### src/rtl/ccd_pkg.sv
// Shared types and width helpers for the CCD line-capture blocks.
package ccd_pkg;

    // Per-beat AXIS sideband that travels with every pixel through the FIFO.
    typedef struct packed {
        logic last;
        logic user;
    } ccd_side_t;

    // Bits needed to hold the values 0..n.
    function automatic int ccd_cnt_w(input int n);
        return (n < 1) ? 1 : $clog2(n + 1);
    endfunction

    // Width of the bit-window select; never narrower than one bit.
    function automatic int ccd_sel_w(input int dw, input int ow);
        return (dw - ow < 1) ? 1 : $clog2(dw - ow + 1);
    endfunction

endpackage

### src/rtl/ccd_sync_fifo.sv
// Synchronous show-ahead FIFO with a free-entry count. A write is accepted
// while full only when a read happens in the same cycle.
module ccd_sync_fifo
    import ccd_pkg::*;
#(
    parameter int WIDTH = 8,
    parameter int DEPTH = 16
) (
    input  logic                        clk,
    input  logic                        rst,
    input  logic                        wr_en,
    input  logic [WIDTH-1:0]            wr_data,
    input  logic                        rd_en,
    output logic [WIDTH-1:0]            rd_data,
    output logic                        empty,
    output logic [ccd_cnt_w(DEPTH)-1:0] free
);

    localparam int AW    = (DEPTH < 2) ? 1 : $clog2(DEPTH);
    localparam int CNT_W = ccd_cnt_w(DEPTH);

    logic [WIDTH-1:0] mem [DEPTH];
    logic [AW-1:0]    wr_ptr, rd_ptr;
    logic [CNT_W-1:0] cnt;
    logic             full, do_wr, do_rd;

    assign full    = (cnt == CNT_W'(DEPTH));
    assign empty   = (cnt == '0);
    assign free    = CNT_W'(DEPTH) - cnt;
    assign do_rd   = rd_en & ~empty;
    assign do_wr   = wr_en & (~full | do_rd);
    assign rd_data = mem[rd_ptr];

    // Storage array; no reset so it maps onto RAM.
    always_ff @(posedge clk) begin
        if (do_wr) mem[wr_ptr] <= wr_data;
    end

    // Pointers and occupancy.
    always_ff @(posedge clk) begin
        if (rst) begin
            wr_ptr <= '0;
            rd_ptr <= '0;
            cnt    <= '0;
        end else begin
            if (do_wr) wr_ptr <= wr_ptr + AW'(1);
            if (do_rd) rd_ptr <= rd_ptr + AW'(1);
            case ({do_wr, do_rd})
                2'b10:   cnt <= cnt + CNT_W'(1);
                2'b01:   cnt <= cnt - CNT_W'(1);
                default: cnt <= cnt;
            endcase
        end
    end

endmodule

### src/rtl/ccd_line2axis.sv
// Linear-CCD pixel stream to AXI4-Stream packer with tlast/tuser framing,
// bit-window select and a backpressure FIFO with a one-slot tlast reserve.
// Optional dark-level subtraction: define CCD_LINE2AXIS_DARK_SUB_EN.
module ccd_line2axis
    import ccd_pkg::*;
#(
    parameter int DATA_WIDTH      = 12,
    parameter int OUT_WIDTH       = 8,
    parameter int EFFECT_COLS     = 2048,
    parameter int PRE_DUMMY_COLS  = 32,
    parameter int POST_DUMMY_COLS = 8,
    parameter int ROW_W           = 11,
    parameter int FIFO_DEPTH      = 64,
    parameter int DARK_LOG2       = 4
) (
    input  logic                                         pixel_clk,
    input  logic                                         rst,
    input  logic                                         tvalid,
    input  logic [DATA_WIDTH-1:0]                        tdata,
    input  logic [ROW_W-1:0]                             rows,
    input  logic [ccd_sel_w(DATA_WIDTH, OUT_WIDTH)-1:0]  bit_sel,
    output logic [OUT_WIDTH-1:0]                         m_axis_tdata,
    output logic                                         m_axis_tvalid,
    input  logic                                         m_axis_tready,
    output logic                                         m_axis_tlast,
    output logic                                         m_axis_tuser,
    output logic [15:0]                                  drop_cnt,
    output logic                                         short_line
);

    localparam int SEL_W   = ccd_sel_w(DATA_WIDTH, OUT_WIDTH);
    localparam int MAX_SEL = DATA_WIDTH - OUT_WIDTH;
    localparam int COL_END = PRE_DUMMY_COLS + EFFECT_COLS;
    localparam int COL_W   = ccd_cnt_w(COL_END + POST_DUMMY_COLS);
    localparam int FREE_W  = ccd_cnt_w(FIFO_DEPTH);

    // Parameter sanity checks at elaboration.
    if (OUT_WIDTH > DATA_WIDTH) begin : g_bad_width
        $error("OUT_WIDTH must not exceed DATA_WIDTH");
    end
    if (FIFO_DEPTH < 4 || (FIFO_DEPTH & (FIFO_DEPTH - 1)) != 0) begin : g_bad_depth
        $error("FIFO_DEPTH must be a power of two and at least 4");
    end
    if ((1 << DARK_LOG2) > PRE_DUMMY_COLS) begin : g_bad_dark
        $error("dark window larger than the pre-dummy region");
    end

    typedef struct packed {
        logic [OUT_WIDTH-1:0] data;
        ccd_side_t            side;
    } beat_t;

    // ---------------- line / column tracking ----------------
    logic             wait_low, tv, tv_d, eff, final_col, line_end, line_start;
    logic [COL_W-1:0] col_q;
    logic [SEL_W-1:0] bs;
    logic             had_eff;
    logic [ROW_W-1:0] row_q, rows_lat;

    // After reset, a line already in flight is ignored until tvalid drops.
    assign tv         = tvalid & ~wait_low;
    assign eff        = tv && (col_q >= COL_W'(PRE_DUMMY_COLS)) && (col_q < COL_W'(COL_END));
    assign final_col  = (col_q == COL_W'(COL_END - 1));
    assign line_end   = tv_d & ~tv;
    assign line_start = tv & ~tv_d;
    assign bs         = (bit_sel > SEL_W'(MAX_SEL)) ? SEL_W'(MAX_SEL) : bit_sel;

    // Column counter, line-edge history and the post-reset resync flag.
    always_ff @(posedge pixel_clk) begin
        if (rst) begin
            col_q    <= '0;
            tv_d     <= 1'b0;
            wait_low <= 1'b1;
        end else begin
            tv_d <= tv;
            if (!tvalid) wait_low <= 1'b0;
            if (!tv)                           col_q <= '0;
            else if (col_q != COL_W'(COL_END)) col_q <= col_q + COL_W'(1);
        end
    end

    // Row counter; the frame height is latched at the first effective pixel of row 0.
    always_ff @(posedge pixel_clk) begin
        if (rst) begin
            row_q    <= '0;
            rows_lat <= ROW_W'(1);
            had_eff  <= 1'b0;
        end else begin
            if (eff) begin
                had_eff <= 1'b1;
                if (!had_eff && row_q == '0)
                    rows_lat <= (rows == '0) ? ROW_W'(1) : rows;
            end
            if (line_end) begin
                had_eff <= 1'b0;
                if (had_eff)
                    row_q <= (row_q >= rows_lat - ROW_W'(1)) ? '0 : row_q + ROW_W'(1);
            end
        end
    end

    // ---------------- pixel conditioning ----------------
    logic                  s_eff, s_final;
    logic [DATA_WIDTH-1:0] s_data;
    logic [SEL_W-1:0]      s_bs;

`ifdef CCD_LINE2AXIS_DARK_SUB_EN
    localparam int DARK_N = 1 << DARK_LOG2;
    localparam int ACC_W  = DATA_WIDTH + DARK_LOG2;

    logic [ACC_W-1:0]      acc;
    logic [DATA_WIDTH-1:0] dark_q, dark_now;
    logic                  in_win;

    assign in_win   = tv && (col_q < COL_W'(PRE_DUMMY_COLS)) &&
                      ({1'b0, col_q} + (COL_W+1)'(DARK_N) >= (COL_W+1)'(PRE_DUMMY_COLS));
    // The first effective pixel must see this line's average, not the latched one.
    assign dark_now = (col_q == COL_W'(PRE_DUMMY_COLS)) ? DATA_WIDTH'(acc >> DARK_LOG2) : dark_q;

    // Dark accumulator, cleared on the first sample of each line.
    always_ff @(posedge pixel_clk) begin
        if (rst) begin
            acc    <= '0;
            dark_q <= '0;
        end else if (tv) begin
            acc <= ((col_q == '0) ? '0 : acc) + (in_win ? ACC_W'(tdata) : '0);
            if (col_q == COL_W'(PRE_DUMMY_COLS)) dark_q <= dark_now;
        end
    end

    // Registered clamp-at-zero subtraction stage.
    always_ff @(posedge pixel_clk) begin
        if (rst) begin
            s_eff   <= 1'b0;
            s_final <= 1'b0;
            s_data  <= '0;
            s_bs    <= '0;
        end else begin
            s_eff   <= eff;
            s_final <= final_col;
            s_data  <= (tdata > dark_now) ? tdata - dark_now : '0;
            s_bs    <= bs;
        end
    end
`else
    assign s_eff   = eff;
    assign s_final = final_col;
    assign s_data  = tdata;
    assign s_bs    = bs;
`endif

    // ---------------- staging and FIFO admission ----------------
    logic                 stg_vld, stg_last, frame_pend;
    logic [OUT_WIDTH-1:0] stg_data;
    beat_t                wr_beat, rd_beat;
    logic [FREE_W-1:0]    fifo_free;
    logic [FREE_W:0]      free_eff;
    logic                 fifo_empty, fifo_rd, fifo_wr, wr_ok;

    // A staged pixel always leaves the next cycle: either the next effective
    // pixel is behind it, or the line/effective region has ended and it is last.
    always_comb begin
        wr_beat           = '0;
        wr_beat.data      = stg_data;
        wr_beat.side.last = stg_last | ~s_eff;
        wr_beat.side.user = frame_pend;
    end

    assign fifo_rd  = m_axis_tvalid & m_axis_tready;
    assign free_eff = {1'b0, fifo_free} + (FREE_W+1)'(fifo_rd);
    // Keep one slot in reserve so a line's tlast beat can always get in.
    assign wr_ok    = wr_beat.side.last ? (free_eff >= (FREE_W+1)'(1))
                                        : (free_eff >= (FREE_W+1)'(2));
    assign fifo_wr  = stg_vld & wr_ok;

    // One-entry staging register holding the windowed pixel.
    always_ff @(posedge pixel_clk) begin
        if (rst) begin
            stg_vld  <= 1'b0;
            stg_last <= 1'b0;
            stg_data <= '0;
        end else begin
            stg_vld <= s_eff;
            if (s_eff) begin
                stg_data <= OUT_WIDTH'(s_data >> s_bs);
                stg_last <= s_final;
            end
        end
    end

    // Frame-start flag: armed at each row-0 line start, consumed by the first written beat.
    always_ff @(posedge pixel_clk) begin
        if (rst)                            frame_pend <= 1'b1;
        else if (line_start && row_q == '0) frame_pend <= 1'b1;
        else if (fifo_wr)                   frame_pend <= 1'b0;
    end

    // Drop counter and sticky short-line flag.
    always_ff @(posedge pixel_clk) begin
        if (rst) begin
            drop_cnt   <= '0;
            short_line <= 1'b0;
        end else begin
            if (stg_vld && !wr_ok && drop_cnt != 16'hFFFF) drop_cnt <= drop_cnt + 16'd1;
            if (line_end && col_q < COL_W'(COL_END))       short_line <= 1'b1;
        end
    end

    ccd_sync_fifo #(
        .WIDTH ($bits(beat_t)),
        .DEPTH (FIFO_DEPTH)
    ) u_fifo (
        .clk     (pixel_clk),
        .rst     (rst),
        .wr_en   (fifo_wr),
        .wr_data (wr_beat),
        .rd_en   (fifo_rd),
        .rd_data (rd_beat),
        .empty   (fifo_empty),
        .free    (fifo_free)
    );

    // Outputs read straight from the FIFO head, forced to zero while empty.
    assign m_axis_tvalid = ~fifo_empty;
    assign m_axis_tdata  = fifo_empty ? '0 : rd_beat.data;
    assign m_axis_tlast  = ~fifo_empty & rd_beat.side.last;
    assign m_axis_tuser  = ~fifo_empty & rd_beat.side.user;

endmodule

### config.mk
export PLATFORM = sky130hd
export DESIGN_NAME = ccd_line2axis
export DESIGN_NICKNAME = d
export VERILOG_FILES = /design/src/rtl/ccd_pkg.sv /design/src/rtl/ccd_sync_fifo.sv /design/src/rtl/ccd_line2axis.sv
export SDC_FILE = /design/constraint.sdc
export NUM_CORES = 1
export LEC_CHECK = 0
export BUFFER_PORTS_ARGS = -buffer_cell sky130_fd_sc_hd__buf_4
export CELL_PAD_IN_SITES_DETAIL_PLACEMENT = 1
export CELL_PAD_IN_SITES_GLOBAL_PLACEMENT = 2
export CORE_MARGIN = 3
export CORE_UTILIZATION = 30
export DETAILED_ROUTE_END_ITERATION = 6
export PLACE_DENSITY = 0.56
export SYNTH_ARGS = -nofsm -noshare
export SYNTH_HDL_FRONTEND = slang
export SYNTH_SLANG_ARGS = --single-unit
### constraint.sdc
create_clock -name pixel_clk -period 7 [get_ports pixel_clk]
set_input_delay 1.4 -clock pixel_clk [delete_from_list [all_inputs] [get_ports pixel_clk]]
set_output_delay 1.4 -clock pixel_clk [all_outputs]
set_load 0.005 [all_outputs]
### After elaboration in Yosys (flattened, before gate mapping)

Memories as Yosys holds them, arrays and structs flattened. A register that Yosys moved wholly into a read port is not among the register bits.
Index checks and enable logic that the tools add are counted.

* bits in registers: 84
* memory bits (writable): 640
* input bits: 30
* word-level logic and storage cells: 84
* memories kept: 1

Memories
* u_fifo.mem: words 64, width 10, read ports 1, clocked after Yosys merged registers in 1, write ports 1, RTL line ccd_sync_fifo.sv:22 `logic [WIDTH-1:0] mem [DEPTH];`

* $add $sub $neg: 10
* order comparisons: 6
* eq/ne operators: 6
* shifts and indexed selects: 1
* mux-type cells: 10
* bitwise operators: 17
* reductions and logical operators: 18

Operator list (count)
* 11-bit logical NOT: 2
* 11-bit 2-to-1 mux: 2
* 16-bit by 1-bit adder with 16-bit output, second input constant: 1
* 16-bit != test, second input constant: 1
* 7-bit case mux with 2 select lines: 1
* 12-bit by 1-bit adder with 12-bit output, second input constant: 1
* 6-bit by 1-bit adder with 6-bit output, second input constant: 2
* 12-bit == test, second input constant: 1
* 12-bit by 6-bit greater-or-equal comparator with 1-bit output, second input constant: 1
* 12-bit < comparator, second input constant: 1
* 6-bit 2-to-1 mux: 2
* 12-bit != test, second input constant: 1
* 12-bit by 3-bit >> shifter with 8-bit output: 1
* 11-bit by 1-bit adder with 11-bit output, second input constant: 1
* 11-bit greater-or-equal comparator: 1
* 11-bit by 1-bit subtractor with 11-bit output, second input constant: 1
* 1-bit bitwise AND: 9
* 7-bit by 1-bit adder with 8-bit output: 1
* 8-bit by 1-bit greater-or-equal comparator with 1-bit output, second input constant: 1
* 8-bit by 2-bit greater-or-equal comparator with 1-bit output, second input constant: 1
* 8-bit 2-to-1 mux: 1
* 7-bit by 1-bit adder with 7-bit output, second input constant: 1
* 7-bit == test, second input constant: 1
* 1-bit logical AND: 7
* other kinds (14): 26

### Depth between registers and ports, before layout

* word-level depth: 11
* gate-level depth with buffers: 26

### Modules after synthesis

From an unflattened synthesis, not the netlist that was laid out.

* cell total of the unflattened synthesis: 1694
* area, all modules: 29712.2 µm²

By module, submodules not included
* ccd_sync_fifo: instances 1, cells each 1264, area an instance 26070.0 µm²
* ccd_line2axis: instances 1, cells each 430, area an instance 3642.2 µm²

### Worst setup path before layout

OpenSTA, ideal clock, no wires.

* kind: register -> register
* start: register u_fifo.cnt[0]
* end: register u_fifo.cnt[6]
* library setup time: 0.121 ns
* arrival: 5.452 ns
* slack: 1.427 ns
* cell stages (with the launch flop): 27
* buffers on the path: 3
* cell sequence: dfxtp_1 > inv_1 > ha_1 > buf_6 > or3b_2 > nor4_1 > inv_1 > and2_1 > clkbuf_1 > ha_1 > ha_1 > xnor3_1 > or2_1 > a2111oi_4 > o31ai_2 > o21ai_0 > nand2_1 > inv_1 > buf_2 > ha_1 > nor2b_1 > o21a_1 > o21ai_0 > nand2b_1 > a21oi_1 > mux2i_1 > mux2_2

* word-level cells in the longest chain between the ends: 10

RTL lines
* start, declared: RTL line ccd_sync_fifo.sv:24 `logic [CNT_W-1:0] cnt;`
* start signal, assigned: RTL line ccd_sync_fifo.sv:49 `2'b10: cnt <= cnt + CNT_W'(1);`
* start signal, assigned: RTL line ccd_sync_fifo.sv:50 `2'b01: cnt <= cnt - CNT_W'(1);`
* start signal, assigned: RTL line ccd_sync_fifo.sv:51 `default: cnt <= cnt;`
* branches (longest 10 deep; another with 7-bit by 1-bit adder with 8-bit output)

Parallel ways; which one is timed is not known.
A chain may end at the register's enable or synchronous reset.

### Final worst setup path

Same ends and word-level chain as after synthesis.

==> parameters.txt <==
Parameter                              Value

Status
  Run status ... finished, final reports clean

Logic synthesis
  #FFs+latches synth ... 730
  Most area-consuming cells after synthesis ... edfxtp_1 (65%), mux4_2 (16%), dfxtp_1 (6.1%)
  Number of synthesized flops with an enable pin ... between 600 and 700
  Distinct cell type count of the synthesized netlist ... 66
  Post-synth top flop ... edfxtp_1
  Warnings, synthesis ... 0
  Post-Syn Nets ... about 1600
  Cells after synthesis ... ~1600
  Most frequent cells after synthesis ... edfxtp_1 (640), mux4_2 (214), nor2_1 (149)
  Post-Synthesis Cell Area ... 29500 um^2
  Average footprint of a synthesized cell ... about 19 um^2
  Sequential-to-total area share from yosys stat ... 0.711
  Share of synthesized registers carrying an async set or reset ... 0
  Most frequent cell after synthesis ... edfxtp_1
  Portion of synthesized cell area occupied by the leading cell type ... 0.650
  Post-synthesis cell type with the largest combined area ... edfxtp_1

Timing
  Minimum clock period ... between 6000 and 7000 ps
  Worst Tran Pin Value ... 1090 ps
  Sum Neg Setup Slack ... 0 ps
  Final worst slack ... ~490 ps
  RSZ-0062 raised after global routing ... no
  Setup clock skew after layout ... roughly 36 ps
  Endpoints failing setup ... 0
  Max Slew Vio Count ... 0
  Fin. Hold Viols ... 0
  Final Cycle Share ... 0.930
  F_max ... between 0.15 and 0.2 GHz
  Relative slew margins ... 0.270

Setup path
  Chain of cells forming the critical path ... inv_1, ha_1, or3b_2, nor4_2, inv_1, and2_1, ha_1, ha_1, and4b_2, a31oi_1, a2111oi_4, o31ai_2, o21ai_0, nand2_1, clkinvlp_4, ha_1, nor2b_1, o21a_1, o21ai_0, nand2b_1, a21oi_1, mux2i_1, mux2_2
  Critical Path Slowest Stage Cell ... or3b_2
  Most frequent cell on the critical path ... ha_1
  Category of the most critical setup path ... flip-flop to flip-flop
  Element type at the critical path end ... flip-flop
  Data arrival time at the worst-slack endpoint ... ~7000 ps
  Category of the worst setup path launch point ... flip-flop
  Critical path's largest stage delay ... approximately 500 ps
  Required time at the endpoint of the critical path ... approximately 7500 ps
  Maximum fanout along the worst path ... 18

Floorplan
  Total core area ... approximately 97000 um^2
  I/O Pins ... 58
  Horizontal die dimension ... 320 um
  Number of cell rows ... between 100 and 150
  Total die area ... 102000 um^2
  Initial standard-cell utilization of the core ... 0.304
  Y dimension of the die ... between 300 and 400 um

CTS
  Number of setup buffers added after CTS ... 0
  Reg clk slew, reported paths ... roughly 60 ps
  Number of buffers between clock root and the deepest sink ... 3
  Insertion delay of the later-clocked pin in the worst-skew pair ... between 600 and 700 ps
  Number of cells upsized or downsized after cts ... 0
  Number of buffers created by CTS ... 79
  CTS root buf ... clkbuf_16
  Clock tree sinks ... 730
  CTS tree ... yes
  H-Tree Depth ... 3
  # hold bufs at CTS ... 0

Power
  Maximum ir drop on the vdd rail ... between 0.0001 and 0.00015 V
  Leakage power of the design ... 11.8 nW
  PD cells ... a little over 300 nW/um^2

Detailed routing
  DRC violation count after routing ... 0
  Total number of vias ... 14994
  Via density per instance ... 4.95
  Antenna Violating Nets Remaining ... 0
  Number of DRC markers after the initial detailed-route iteration ... between 1000 and 1500
  Per-cell routed wire length ... 25.1 um
  Drt first pass iters ... 5
  Total routed wirelength ... approximately 76 mm

Global route
  Wire length of the first global-routing pass ... ~110 mm
  Number of antenna violations at the first check in global routing ... 3
  Aggregate global-route resource usage ... 0.149
  Largest net degree at the start of global routing ... between 60 and 70
  Via count of the first global-routing pass ... 15960
  Overall overflow remaining after global route ... 0

Place
  Placed Instances ... a little under 3000
  Global placer's final weighted congestion ... roughly 0.76
  Half-perimeter wire length after placement ... 46.9 mm
  Placed cell areas ... around 32000 um^2
  Setup slack at placement ... ~130 ps
  PortBufs ... 57

Finish
  Final Net Count ... about 1800
  Area growth from synthesis to final layout ... 16.8%
  Total non-filler cell area in the finished layout ... ~35000 um^2
  Fraction of final layout cells with drive strength greater than 1 ... 0.289
  Number of antenna cells inserted ... 0
  Layout Cells excl Fill ... between 3000 and 4000

Run
  Number of violations of the max-capacitance limit ... 0

Min path
  Type of the tightest min-delay check ... flip-flop to flip-flop
[where the power goes]
| group | switching (W) | total [W] | leakage [nW] | internal, W |
|---|---|---|---|---|
| Sequential | 0.000122 | 0.00481 | 7.46 | 0.00469 |
| Clock | 0.00173 | 0.00418 | 1.26 | 0.00245 |
| Combinational | 0.000752 | 0.00150 | 3.03 | 0.000750 |
[layout make-up]
class	instances	area [um^2]
multi-input combinational	724	8110
inverter	23	90.1
clock inverter	39	467
clock buffer	102	2120
timing repair buffer	137	1090
tap	1276	1600
sequential	730	21000
fill	9553	62600
[layout by cell type, fill, tap and decap left out, types with 15 or more instances in the layout]
cell type and count:
edfxtp_1 640, nand2_1 27, xor2_1 22, a21oi_1 22, mux2i_1 26, nor2_1 149
inv_1 22, buf_4 132, mux4_2 214, nand3_1 28, xnor2_1 19, o21ai_0 15
clkbuf_1 18, ha_1 27, clkbuf_16 80, dfxtp_1 77
[cells by family after synthesis]
| group | share of synthesized area |
|---|---|
| buffers and inverters | 0.0147 |
| AO/OA/AOI/OAI | 0.0226 |
| flip-flops | 0.711 |
| XOR/XNOR | 0.0129 |
| adder cells (fa/ha/maj) | 0.0121 |
| AND/OR/NAND/NOR | 0.0516 |
| multiplexers | 0.175 |
[critical path: cells and delay by family (launching register included)]
family	cells	cell delay [ps]
AOI/OAI and AO/OA	7	1450
adders and majority gates	4	1210
buffers and inverters	3	860
and+or+nand+nor	7	1940
DFF	1	380
muxes	2	570
[registers in the layout, indices dropped and copies added, names as in the netlist, 6 cells and up, named ones only]
signal and flops:
drop_cnt 16, rows_lat 11, stg_data 8, col_q 12
u_fifo.mem 640, u_fifo.rd_ptr 6, u_fifo.wr_ptr 6, u_fifo.cnt 7
row_q 11
[per-layer routing]
layer / vias to the layer above / share of wire / track usage
met5: - / 0.00016 / 0
met3: 114 / 0.034 / 0.0247
met4: 2 / 0.025 / 0.0422
met2: 242 / 0.48 / 0.242
li1: 6580 / - / -
met1: 8056 / 0.46 / 0.208
[metrics by stage]
stage          power [W]  hold slack (ps)  utilization
6_report          0.0105              457        0.355
4_1_cts           0.0107              466        0.355
5_1_grt           0.0109              504        0.355
3_5_place_dp     0.00645              454        0.329
3_3_place_gp     0.00643              429        0.329
2_1_floorplan    0.00592              414            -
[path summary, 6_finish.rpt]
path,start,end,slack [ps],cells after the start
worst min-delay path,wait_low$_SDFFE_PP1N_,wait_low$_SDFFE_PP1N_,460,2
worst max register to register,u_fifo.cnt[0]$_SDFFE_PP0P_,u_fifo.cnt[6]$_SDFFE_PP0P_,490,23
worst min register to register,wait_low$_SDFFE_PP1N_,wait_low$_SDFFE_PP1N_,460,2
worst max-delay path,u_fifo.cnt[0]$_SDFFE_PP0P_,u_fifo.cnt[6]$_SDFFE_PP0P_,490,23
Note: power is estimated with default switching activity, not from simulation.
